**src/rtl/sprite_rom_if.sv**
```systemverilog
// Bundle between the sprite renderers, the shared sprite ROM and the arbiter.
// Handshake: a renderer holds req[i] (and optionally lock[i]) high until it
// sees gnt[i] in the same cycle; gnt[i] means req_addr slice i is on rom_addr
// at this rising edge. One cycle later rd_valid[i] qualifies rd_data for that
// renderer. There is no back-pressure, so every grant produces exactly one
// rd_valid pulse.
interface sprite_rom_if #(
    parameter int N_REQ  = 3,
    parameter int ADDR_W = 8,
    parameter int DATA_W = 24
);
    logic [N_REQ-1:0]        req;
    logic [N_REQ-1:0]        lock;
    logic [N_REQ*ADDR_W-1:0] req_addr;
    logic [N_REQ-1:0]        gnt;
    logic [ADDR_W-1:0]       rom_addr;
    logic [DATA_W-1:0]       rom_q;
    logic [N_REQ-1:0]        rd_valid;
    logic [DATA_W-1:0]       rd_data;
    logic                    busy;
    logic                    fsm_state;

    // Renderer plus ROM side.
    modport master (
        output req, lock, req_addr, rom_q,
        input  gnt, rom_addr, rd_valid, rd_data, busy, fsm_state
    );

    // Arbiter side.
    modport slave (
        input  req, lock, req_addr, rom_q,
        output gnt, rom_addr, rd_valid, rd_data, busy, fsm_state
    );
endinterface

```
**src/rtl/sprite_rom_arbiter.sv**
```systemverilog
// Shares one single-port sprite ROM between N_REQ renderers. Round-robin
// arbitration with an optional burst lock: a granted renderer holding lock
// keeps the ROM until it drops req or lock. ROM read latency is one cycle.
module sprite_rom_arbiter #(
    parameter int N_REQ  = 3,
    parameter int ADDR_W = 8,
    parameter int DATA_W = 24
) (
    input logic             clk,
    input logic             reset,
    sprite_rom_if.slave     bus
);
    localparam int PTR_W = (N_REQ > 1) ? $clog2(N_REQ) : 1;

    typedef enum logic {
        ST_ARB    = 1'b0,
        ST_LOCKED = 1'b1
    } state_t;

    state_t           state, state_nxt;
    logic [PTR_W-1:0] last_ptr, last_ptr_nxt;
    logic [PTR_W-1:0] owner, owner_nxt;

    logic             rr_found;
    logic [PTR_W-1:0] rr_idx;
    logic             keep_lock;
    logic             grant_any;
    logic [PTR_W-1:0] gnt_idx;
    logic [N_REQ-1:0] gnt_c;
    logic [ADDR_W-1:0] rom_addr_c;
    logic [N_REQ-1:0] rd_valid_q;

    // State register: FSM state, round-robin pointer and lock owner.
    always_ff @(posedge clk) begin
        if (reset) begin
            state    <= ST_ARB;
            last_ptr <= PTR_W'(N_REQ - 1);
            owner    <= '0;
        end else begin
            state    <= state_nxt;
            last_ptr <= last_ptr_nxt;
            owner    <= owner_nxt;
        end
    end

    // Round-robin search: first requester after last_ptr, wrapping to 0.
    always_comb begin
        int cand;
        rr_found = 1'b0;
        rr_idx   = '0;
        cand     = 0;
        for (int k = 1; k <= N_REQ; k++) begin
            cand = (int'(last_ptr) + k) % N_REQ;
            if (!rr_found && bus.req[PTR_W'(cand)]) begin
                rr_found = 1'b1;
                rr_idx   = PTR_W'(cand);
            end
        end
    end

    // Next-state: the owner keeps the ROM while it holds req and lock;
    // otherwise arbitrate normally in the same cycle.
    always_comb begin
        state_nxt    = state;
        owner_nxt    = owner;
        last_ptr_nxt = last_ptr;
        keep_lock    = (state == ST_LOCKED) && bus.req[owner] && bus.lock[owner];
        grant_any    = keep_lock || rr_found;
        gnt_idx      = keep_lock ? owner : rr_idx;
        if (grant_any) begin
            last_ptr_nxt = gnt_idx;
        end
        if (keep_lock) begin
            state_nxt = ST_LOCKED;
        end else if (rr_found && bus.lock[rr_idx]) begin
            state_nxt = ST_LOCKED;
            owner_nxt = rr_idx;
        end else begin
            state_nxt = ST_ARB;
        end
    end

    // Outputs: one-hot grant and address mux, both forced to 0 during reset.
    always_comb begin
        gnt_c      = '0;
        rom_addr_c = '0;
        for (int i = 0; i < N_REQ; i++) begin
            if (!reset && grant_any && (gnt_idx == PTR_W'(i))) begin
                gnt_c[i]   = 1'b1;
                rom_addr_c = bus.req_addr[i*ADDR_W +: ADDR_W];
            end
        end
    end

    // Read tag pipeline: the grant of this cycle marks next cycle's ROM word.
    always_ff @(posedge clk) begin
        if (reset) begin
            rd_valid_q <= '0;
        end else begin
            rd_valid_q <= gnt_c;
        end
    end

    assign bus.gnt       = gnt_c;
    assign bus.rom_addr  = rom_addr_c;
    assign bus.rd_valid  = rd_valid_q;
    assign bus.rd_data   = (!reset && (|rd_valid_q)) ? bus.rom_q : '0;
    assign bus.busy      = (state == ST_LOCKED);
    assign bus.fsm_state = state;
endmodule

```
**src/flat_wrapper.sv**
```systemverilog
// flat-port wrapper written by rule: the top's interface ports become plain ports
module sprite_rom_arbiter_flat 
#(
    parameter int N_REQ  = 3,
    parameter int ADDR_W = 8,
    parameter int DATA_W = 24
)
  (clk, reset, bus_req, bus_lock, bus_req_addr, bus_rom_q, bus_gnt, bus_rom_addr, bus_rd_valid, bus_rd_data, bus_busy, bus_fsm_state);
  sprite_rom_if #(.N_REQ(N_REQ), .ADDR_W(ADDR_W), .DATA_W(DATA_W)) bus_i ();
  input logic clk;
  input logic reset;
  input wire logic [$bits(bus_i.req)-1:0] bus_req;
  input wire logic [$bits(bus_i.lock)-1:0] bus_lock;
  input wire logic [$bits(bus_i.req_addr)-1:0] bus_req_addr;
  input wire logic [$bits(bus_i.rom_q)-1:0] bus_rom_q;
  output wire logic [$bits(bus_i.gnt)-1:0] bus_gnt;
  output wire logic [$bits(bus_i.rom_addr)-1:0] bus_rom_addr;
  output wire logic [$bits(bus_i.rd_valid)-1:0] bus_rd_valid;
  output wire logic [$bits(bus_i.rd_data)-1:0] bus_rd_data;
  output wire logic [$bits(bus_i.busy)-1:0] bus_busy;
  output wire logic [$bits(bus_i.fsm_state)-1:0] bus_fsm_state;
  assign bus_i.req = bus_req;
  assign bus_i.lock = bus_lock;
  assign bus_i.req_addr = bus_req_addr;
  assign bus_i.rom_q = bus_rom_q;
  assign bus_gnt = bus_i.gnt;
  assign bus_rom_addr = bus_i.rom_addr;
  assign bus_rd_valid = bus_i.rd_valid;
  assign bus_rd_data = bus_i.rd_data;
  assign bus_busy = bus_i.busy;
  assign bus_fsm_state = bus_i.fsm_state;
  sprite_rom_arbiter #(.N_REQ(N_REQ), .ADDR_W(ADDR_W), .DATA_W(DATA_W)) u_core (.clk(clk), .reset(reset), .bus(bus_i));
endmodule
```
**config.mk**
```make
export PLATFORM = sky130hd
export DESIGN_NAME = sprite_rom_arbiter_flat
export DESIGN_NICKNAME = d
export VERILOG_FILES = /design/src/rtl/sprite_rom_if.sv /design/src/rtl/sprite_rom_arbiter.sv /design/src/flat_wrapper.sv
export SDC_FILE = /design/constraint.sdc
export NUM_CORES = 1
export LEC_CHECK = 0
export BUFFER_PORTS_ARGS = -buffer_cell sky130_fd_sc_hd__buf_2
export CAP_MARGIN = 20
export CORE_UTILIZATION = 38
export CTS_CLUSTER_DIAMETER = 30
export DETAILED_ROUTE_END_ITERATION = 16
export PLACE_DENSITY = 0.83
export SKIP_LAST_GASP = 1
export SYNTH_ARGS = -nofsm -noshare
export SYNTH_HDL_FRONTEND = slang
export SYNTH_SLANG_ARGS = --single-unit
```
**constraint.sdc**
```tcl
create_clock -name clk -period 2.99 [get_ports clk]
set_clock_uncertainty 0.2 [all_clocks]
set_input_delay 0.598 -clock clk [delete_from_list [all_inputs] [get_ports clk]]
set_output_delay 0.598 -clock clk [all_outputs]
set_load 0.01 [all_outputs]
```
After elaboration in Yosys (flattened, before gate mapping):

Index checks and enable logic that the tools add are counted.

* register bits: 8
* input port bits: 56
* output and inout bits: 40
* word-level logic and storage cells: 66

* add/sub/neg operators: 3
* divide/modulo/power cells: 3
* $lt $le $gt $ge: 5
* eq/ne operators: 2
* multiplexer cells: 31
* bitwise operators: 1
* reductions and logical operators: 17

Operators with widths (count)
* $mod A32 B3 Y32 const B: 3
* $mux W24: 1
* $mux W8: 3
* $mux W1: 17
* $bmux W1 S2: 6
* $lt A2 B4 Y1 const B: 3
* $logic_and A1 B1 Y1: 10
* $mux W2: 4
* $add A2 B2 Y3 const B: 2
* $lt A2 B3 Y1 const B: 2
* $add A2 B1 Y3 const B: 1
* $logic_not A1 Y1: 3
* $reduce_or A3 Y1: 1
* $eq A2 B1 Y1 const B: 1
* $eq A2 B2 Y1 const B: 1
* $logic_not A2 Y1: 1
* $reduce_and A2 Y1: 1
* $logic_or A1 B1 Y1: 1
* $not A1 Y1: 1

Longest topological paths before layout:

Gate-level depths: netlist of run 1.

* depth after elaboration: 18
* gate-level depth with buffers: 10
* depth with buffers taken out: 8

Least setup slack after synthesis of run 1:

No wires, ideal clock.

* path kind: input to output
* from: in bus_req[2]
* to: out bus_rom_addr[1]
* arrival time: 2.244 ns
* required time: 2.192 ns
* setup slack: -0.052 ns
* stages on the path: 7
* buffers on the path: 2
* path through: buf_2 nand3b_1 a2111o_1 o21ai_1 buf_2 o21ai_0 a311oi_1

* cells in the longest elaborated chain, start to end: 16
* elaborated cells on any way between the ends: 35
* those cells by class: eq/ne: 2; mux: 21; reduce/logical: 12

Ends and longest elaborated chain
* start, declared: RTL line flat_wrapper.sv:12 `input wire logic [$bits(bus_i.req)-1:0] bus_req;`
* $bmux W1 S2: RTL line sprite_rom_arbiter.sv:54 `if (!rr_found && bus.req[PTR_W'(cand)]) begin`
* $mux W1 (not written as such) (2 in a row): RTL line sprite_rom_arbiter.sv:54
* $mux W1: RTL line sprite_rom_arbiter.sv:54
* $logic_not A1 Y1: RTL line sprite_rom_arbiter.sv:54
* $logic_and A1 B1 Y1: RTL line sprite_rom_arbiter.sv:54
* $mux W1: RTL line sprite_rom_arbiter.sv:54
* $logic_not A1 Y1: RTL line sprite_rom_arbiter.sv:54
* $logic_and A1 B1 Y1: RTL line sprite_rom_arbiter.sv:54
* $mux W2 or $mux W1 (tied branches): RTL line sprite_rom_arbiter.sv:54
* $mux W2 or $logic_or A1 B1 Y1 (tied branches): RTL line sprite_rom_arbiter.sv:69, sprite_rom_arbiter.sv:68
* $logic_not A2 Y1 or $logic_and A1 B1 Y1 (tied branches): RTL line sprite_rom_arbiter.sv:88 `if (!reset && grant_any && (gnt_idx == PTR_W'(i))) begin`
* $logic_and A1 B1 Y1: RTL line sprite_rom_arbiter.sv:88
* $mux W8 (2 in a row): RTL line sprite_rom_arbiter.sv:88
* $mux W8 *: RTL line sprite_rom_arbiter.sv:88
* end, declared: RTL line flat_wrapper.sv:17 `output wire logic [$bits(bus_i.rom_addr)-1:0] bus_rom_addr;`

Every way passes the cells marked *; elsewhere a longest branch is shown, timed or not. The select of a mux whose other input is x is not followed.

Worst setup path after layout of run 1:

* from: reg u_core.last_ptr[1]
* to: out bus_rom_addr[4]

* cells in the longest elaborated chain, start to end: 18
* elaborated cells on any way between the ends: 37
* those cells by class: add/sub: 3; div: 3; eq/ne: 2; mux: 19; reduce/logical: 10

Ends and longest elaborated chain
* start, declared: RTL line sprite_rom_arbiter.sv:21 `logic [PTR_W-1:0] last_ptr, last_ptr_nxt;`
* start signal, assigned: RTL line sprite_rom_arbiter.sv:37 `last_ptr <= PTR_W'(N_REQ - 1);`
* start signal, assigned: RTL line sprite_rom_arbiter.sv:41 `last_ptr <= last_ptr_nxt;`
* $add A2 B1 Y3: RTL line sprite_rom_arbiter.sv:53 `cand = (int'(last_ptr) + k) % N_REQ;`
* $mod A32 B3 Y32: RTL line sprite_rom_arbiter.sv:53
* $bmux W1 S2: RTL line sprite_rom_arbiter.sv:54
* $mux W1 (not written as such) (2 in a row): RTL line sprite_rom_arbiter.sv:54
* $mux W1: RTL line sprite_rom_arbiter.sv:54
* $logic_not A1 Y1: RTL line sprite_rom_arbiter.sv:54
* $logic_and A1 B1 Y1: RTL line sprite_rom_arbiter.sv:54
* $mux W1: RTL line sprite_rom_arbiter.sv:54
* $logic_not A1 Y1: RTL line sprite_rom_arbiter.sv:54
* $logic_and A1 B1 Y1: RTL line sprite_rom_arbiter.sv:54
* $mux W2 or $mux W1 (tied branches): RTL line sprite_rom_arbiter.sv:54
* $mux W2 or $logic_or A1 B1 Y1 (tied branches): RTL line sprite_rom_arbiter.sv:69, sprite_rom_arbiter.sv:68
* $logic_not A2 Y1 or $logic_and A1 B1 Y1 (tied branches): RTL line sprite_rom_arbiter.sv:88
* $logic_and A1 B1 Y1: RTL line sprite_rom_arbiter.sv:88
* $mux W8 (2 in a row): RTL line sprite_rom_arbiter.sv:88
* $mux W8 *: RTL line sprite_rom_arbiter.sv:88

Marked as above.

==> impl_metrics.yaml, run 1 <==
status:
  status: "finished with violations"
  violations: "negative setup slack"
timing:
  slew_violations: 0
  finalCritPeriodShare_pct: 107
  rsz0062_at_grt: "yes"
  fin_ws_ps: -205
  hold_viol_final: 0
  finalSetupViolations: 11
  period_minus_slack_ps: 3190
  maxSlewHeadroom_pct: 65.6
  worst_slew_pin_slew_ps: 516
  fmax_mhz: 313
critical_path:
  crit_path_start_kind: "flop"
  cp-startpoint: "u_core.last_ptr[1]"
  crit_fanout: 8
  crit_required_ps: 2190
  end_kind: "output port"
  arrival_ps: 2400
  reg2regPathDepth: 10
  r2r-start: "u_core.last_ptr[0]"
  critPathKind: "reg -> out"
synth:
  synthFlopType: "dfxtp_1"
  ys_ff_latch: 8
  synth_top_area_share_pct: 14.8
  synth_warnings: 0
  avgSynthCellArea_um2: 7.20
  postSynth.asyncResetShare_pct: 0
  synth_top_area_cell: "dfxtp_1"
  synth.distinct_cells: 43
  synth_most_common_cell: "and2_1"
  synth_edf_count: 0
  syn_nets: 210
  syn_inst: 150
  synth_commonest_cells: "and2_1, a21oi_1, nand2_1"
  synthesis.area_mm2: 0.00108
  yosysSeqAreaShare_pct: 14.8
  synth_area_leaders: "dfxtp_1, and2_1, a311oi_1"
floorplan:
  start_util_pct: 41.7
  num_rows: 18
  die_w_um: 55.3
  core-area_mm2: 0.00259
  design.portCount: 96
  dieArea_mm2: 0.00306
  dieHeight_um: 55.3
clock_network:
  root_buffer: "clkbuf_4"
  cts_buffers: 3
  cts.path.max_buffers: 2
  cts_tree: "yes"
  clock_latency_ps: 270
  cts_sinks: 8
  htree_levels: 1
  path_clk_slew_ps: 60
cells_and_area:
  drive_above_1_share_pct: 63.9
  fin_cells: 310
  seq_area_um2: 168
  antenna_cells: 0
  finalNetCount: 342
  syn2layout_area_growth_pct: 103
  post-route-util_pct: 84.5
  multi_input_area_mm2: 0.00111
  fillers: 163
detailed_routing:
  route.vias.total: 1765
  wl_mm: 5.07
  first_pass_iters: 4
  post-route-drc-count: 0
  drt_iter0_drc: 62
  final_antenna_net_count: 0
  wl_per_cell_um: 16.3
  vias_per_cell: 5.69
place:
  port_buffers: 95
  dp_hpwl_mm: 3.22
  dpl.cell_count: 291
  gp_congestion: 0.821
grt:
  grt_pass1_vias: 1795
  grt_max_degree: 25
  grt_overflow: 0
  antenna_found_initial: 0
  grt.total_usage_pct: 30.3
  grt_first_pass_wirelength_mm: 7.53
min_path:
  hold_start: "u_core.last_ptr[0]"
  hold_path_class: "reg -> reg"
  hold_depth: 2
job:
  cap_violations: 0
pwr:
  pwr-share-seq_pct: 8.5
  ir_drop_mv: 0.888
  leakagePower_nw: 1.09
  power_density_mw_per_mm2: 1010
  p_sw_mw: 1.06
  p_int_mw: 1.15
  p_sw_share_pct: 48.1
  pwr-share-clk_pct: 4.1
  power_frac_comb_pct: 87.4
## cell families after synthesis
logic type	after synthesis	synth area share (%)
mux	4	3.71
flops	8	14.8
fa+ha+maj	4	4.64
buf+inv	20	8.23
compound gates	51	34.8
simple gates	63	33.8
## power groups by stage
stage	sequential [mW]	clock, mW	combinational, mW
2_1_floorplan	0.183	0	0.848
3_3_place_gp	0.170	0	1.35
3_5_place_dp	0.172	0	1.38
4_1_cts	0.185	0.0878	1.72
5_1_grt	0.191	0.0969	2.04
6_report	0.188	0.0906	1.93
## per-layer routing
metal / global-route usage (%) / vias up / wire [um]
met5: 0 / - / 0
met4: 13.9 / 0 / 174
met3: 4.68 / 23 / 281
met2: 57.1 / 100 / 2680
met1: 32.7 / 821 / 1940
li1: - / 821 / -
## layout by cell type (no fill, tap or decap), drive strengths merged, types with 2 or more instances in the layout
| cell type | Yosys | final |
|---|---|---|
| nor3 | 6 | 6 |
| nor3b | 3 | 3 |
| o21ai | 12 | 12 |
| nand2b | 2 | 2 |
| o211ai | 3 | 3 |
| a21boi | 2 | 2 |
| nor2 | 3 | 4 |
| dfxtp | 8 | 8 |
| buf | 7 | 134 |
| nand2 | 10 | 10 |
| nand3 | 2 | 2 |
| a22oi | 2 | 2 |
| nand3b | 4 | 4 |
| ha | 4 | 4 |
| a21oi | 12 | 12 |
| a221oi | 2 | 3 |
| a211oi | 2 | 2 |
| mux2i | 4 | 4 |
| and3 | 2 | 2 |
| and2 | 25 | 26 |
| inv | 9 | 9 |
| clkbuf | 4 | 4 |
| a311oi | 8 | 8 |
## timing repair
| item | CTS | global route |
|---|---|---|
| hold buffers | 0 | 0 |
| setup endpoints to repair | 11 | 11 |
| pin swaps | 13 | 13 |
| resized for setup | 37 | 14 |
| setup buffers | 10 | 3 |
| gates cloned | 3 | 1 |
## per-stage QoR
step	setup slack (ps)	total power, mW	TNS, ps	hold slack [ps]	instance area (um^2)
2_1_floorplan	-6.93	1.03	-48.5	276	1130
3_5_place_dp	-284	1.56	-2540	316	1820
5_1_grt	-288	2.33	-2780	394	2190
4_1_cts	-157	2.00	-1490	326	2080
6_report	-205	2.21	-1780	380	2190
3_3_place_gp	-222	1.52	-1910	304	1820
## worst max-delay path, stage by stage (launching register included)
cell and delay (ps):
dfxtp_4 360, inv_2 90, ha_4 170, mux2i_4 240, buf_4 140, o211ai_1 90, a21oi_2 200, nand2b_4 180
buf_6 130, a21oi_1 90, a311oi_2 250, buf_2 180
## flip-flops by register name, indices dropped and copies added (netlist names)
| signal | cells |
|---|---|
| u_core.owner | 2 |
| u_core.last_ptr | 2 |
| u_core.bus.rd_valid | 3 |
| u_core.bus.busy | 1 |
## path summary, 6_finish.rpt
path | end | slack [ps]
worst max-delay path | bus_rom_addr[4] | -200
worst min-delay path | u_core.last_ptr[0] | 380
worst max register to register | u_core.owner[1] | 440
worst min register to register | u_core.last_ptr[0] | 380
## layout make-up
cell class,count,area share [%]
Multi-Input combinational cell,125,50.6
Timing Repair Buffer,135,37.3
Sequential cell,8,7.66
Tap cell,30,1.72
Inverter,9,1.66
Clock buffer,3,1.03
No activity file was read; power rests on OpenSTA's default activity.
==> inputs of run 2 (changes only) <==
Settings changed: REMOVE_ABC_BUFFERS set to 1.
==> run 2 against run 1 <==
Compared with the run above:
- the flow still finishes with violations (negative setup slack)
- final cell count up 1.3%
- non-clock buffer count up 6
- wire length up 15%
- clock-buffer cell count unchanged
- worst setup slack worse by 120 ps
- sequential share of layout area down 0.18 points
==> impl_metrics.yaml, run 2 (synthesis gave the netlist of run 1 again) <==
cells_and_area:
  mostFrequentLayoutCells: "buf_2, buf_4, and2_1"
  fin_cells: 314
  antenna_cells: 0
  multi_input_area_mm2: 0.00110
  largest_reg_flops: 3
  final_common_cell: "buf_2"
  syn2layout_area_growth_pct: 108
  drive_above_1_share_pct: 65.8
  finalNetCount: 346
  fillers: 134
  final_area_mm2: 0.00224
  seq_area_um2: 168
timing:
  fin_setup_tns_ps: -2540
  slew_violations: 0
  finalSetupViolations: 11
  fin_ws_ps: -321
  maxSlewHeadroom_pct: 70.3
  worst_slew_pin_slew_ps: 442
  period_minus_slack_ps: 3310
  hold_viol_final: 0
  finalCritPeriodShare_pct: 111
  fmax_mhz: 302
  rsz0062_at_grt: "yes"
floorplan:
  dieHeight_um: 55.3
  num_rows: 18
  die_w_um: 55.3
  design.portCount: 96
  core-area_mm2: 0.00259
  dieArea_mm2: 0.00306
  start_util_pct: 41.7
clock_network:
  cts_tree: "yes"
  cts_buffers: 3
  cts_sinks: 8
  clock_latency_ps: 280
  cts_hold_buf: 0
  cts.path.max_buffers: 2
  htree_levels: 1
  root_buffer: "clkbuf_4"
  path_clk_slew_ps: 70
critical_path:
  end_kind: "output port"
  critPathKind: "reg -> out"
  crit_path_start_kind: "flop"
  crit_required_ps: 2190
  crit_fanout: 5
  arrival_ps: 2510
place:
  dp_hpwl_mm: 3.16
  port_buffers: 95
  dpl.cell_count: 296
  gp_congestion: 0.860
  post_dp_cell_area_mm2: 0.00179
detailed_routing:
  wl_per_cell_um: 18.5
  post-route-drc-count: 0
  drt_iter0_drc: 147
  route.vias.total: 1894
  vias_per_cell: 6.03
  wl_mm: 5.82
  first_pass_iters: 5
  final_antenna_net_count: 0
pwr:
  leakagePower_nw: 1.11
  power_density_mw_per_mm2: 1050
  ir_drop_mv: 0.827
status:
  violations: "negative setup slack"
  status: "finished with violations"
grt:
  grt.total_usage_pct: 34.5
  grt_pass1_vias: 1750
  antenna_found_initial: 0
  grt_max_degree: 25
  grt_overflow: 0
  grt_first_pass_wirelength_mm: 8.40
job:
  cap_violations: 0
min_path:
  hold_path_class: "in -> reg"
==> run 2: cell count changes in the layout (fill, tap and decap cells not counted), sizes merged <==
cell,before,now
nor2,4,3
and2,26,25
buf,134,140
==> run 2: where the power goes <==
group          switching [mW]  internal [mW]
Combinational            1.07           1.01
Clock                  0.0451         0.0464
Sequential             0.0432          0.149
==> run 2: stage by stage <==
stage	hold slack [ps]	setup WS [ps]	power [mW]	utilization [%]
6_report	389	-321	2.36	86.5
5_1_grt	387	-401	2.46	86.5
4_1_cts	378	-138	1.99	80.1
3_5_place_dp	436	-297	1.50	69.1
3_3_place_gp	411	-217	1.47	69.1
2_1_floorplan	276	-23.7	0.907	-
==> run 2: cell type report <==
| class | instances | area share [%] |
|---|---|---|
| Inverter | 9 | 1.73 |
| Clock buffer | 3 | 1.01 |
| Multi-Input combinational cell | 123 | 49.0 |
| Timing Repair Buffer | 141 | 39.1 |
| Tap cell | 30 | 1.68 |
| Sequential cell | 8 | 7.48 |
==> run 2: layer usage <==
layer | track usage [%] | wire, um
met5 | 0 | 0
met4 | 19.3 | 380
met3 | 7.26 | 541
met2 | 60.6 | 2740
met1 | 38.3 | 2170
==> run 2: timing repair <==
| item | 4_1_cts | 5_1_grt |
|---|---|---|
| hold endpoints to repair | 0 | 0 |
| endpoints found under the setup margin | 11 | 11 |
| resized for setup | 45 | 22 |
| cloned | 2 | 1 |
| buffers inserted | 7 | 5 |
| pin swaps | 2 | 12 |
==> run 2: final timing paths <==
path | start | endpoint | slack [ps] | cells after the start
min | reset | u_core.owner[0] | 390 | 2
max reg2reg | u_core.last_ptr[1] | u_core.owner[0] | 330 | 11
max | u_core.last_ptr[1] | bus_rom_addr[7] | -320 | 10
min reg2reg | u_core.owner[0] | u_core.owner[0] | 470 | 2
==> run 2: worst max-delay path: stages, from the launching register on <==
cell and delay (ps):
dfxtp_4 380, inv_4 50, ha_2 180, or3b_4 390, a22oi_2 240, a221oi_4 150, nor2_4 140, buf_6 130
nand2_1 70, a311oi_2 300, buf_2 200
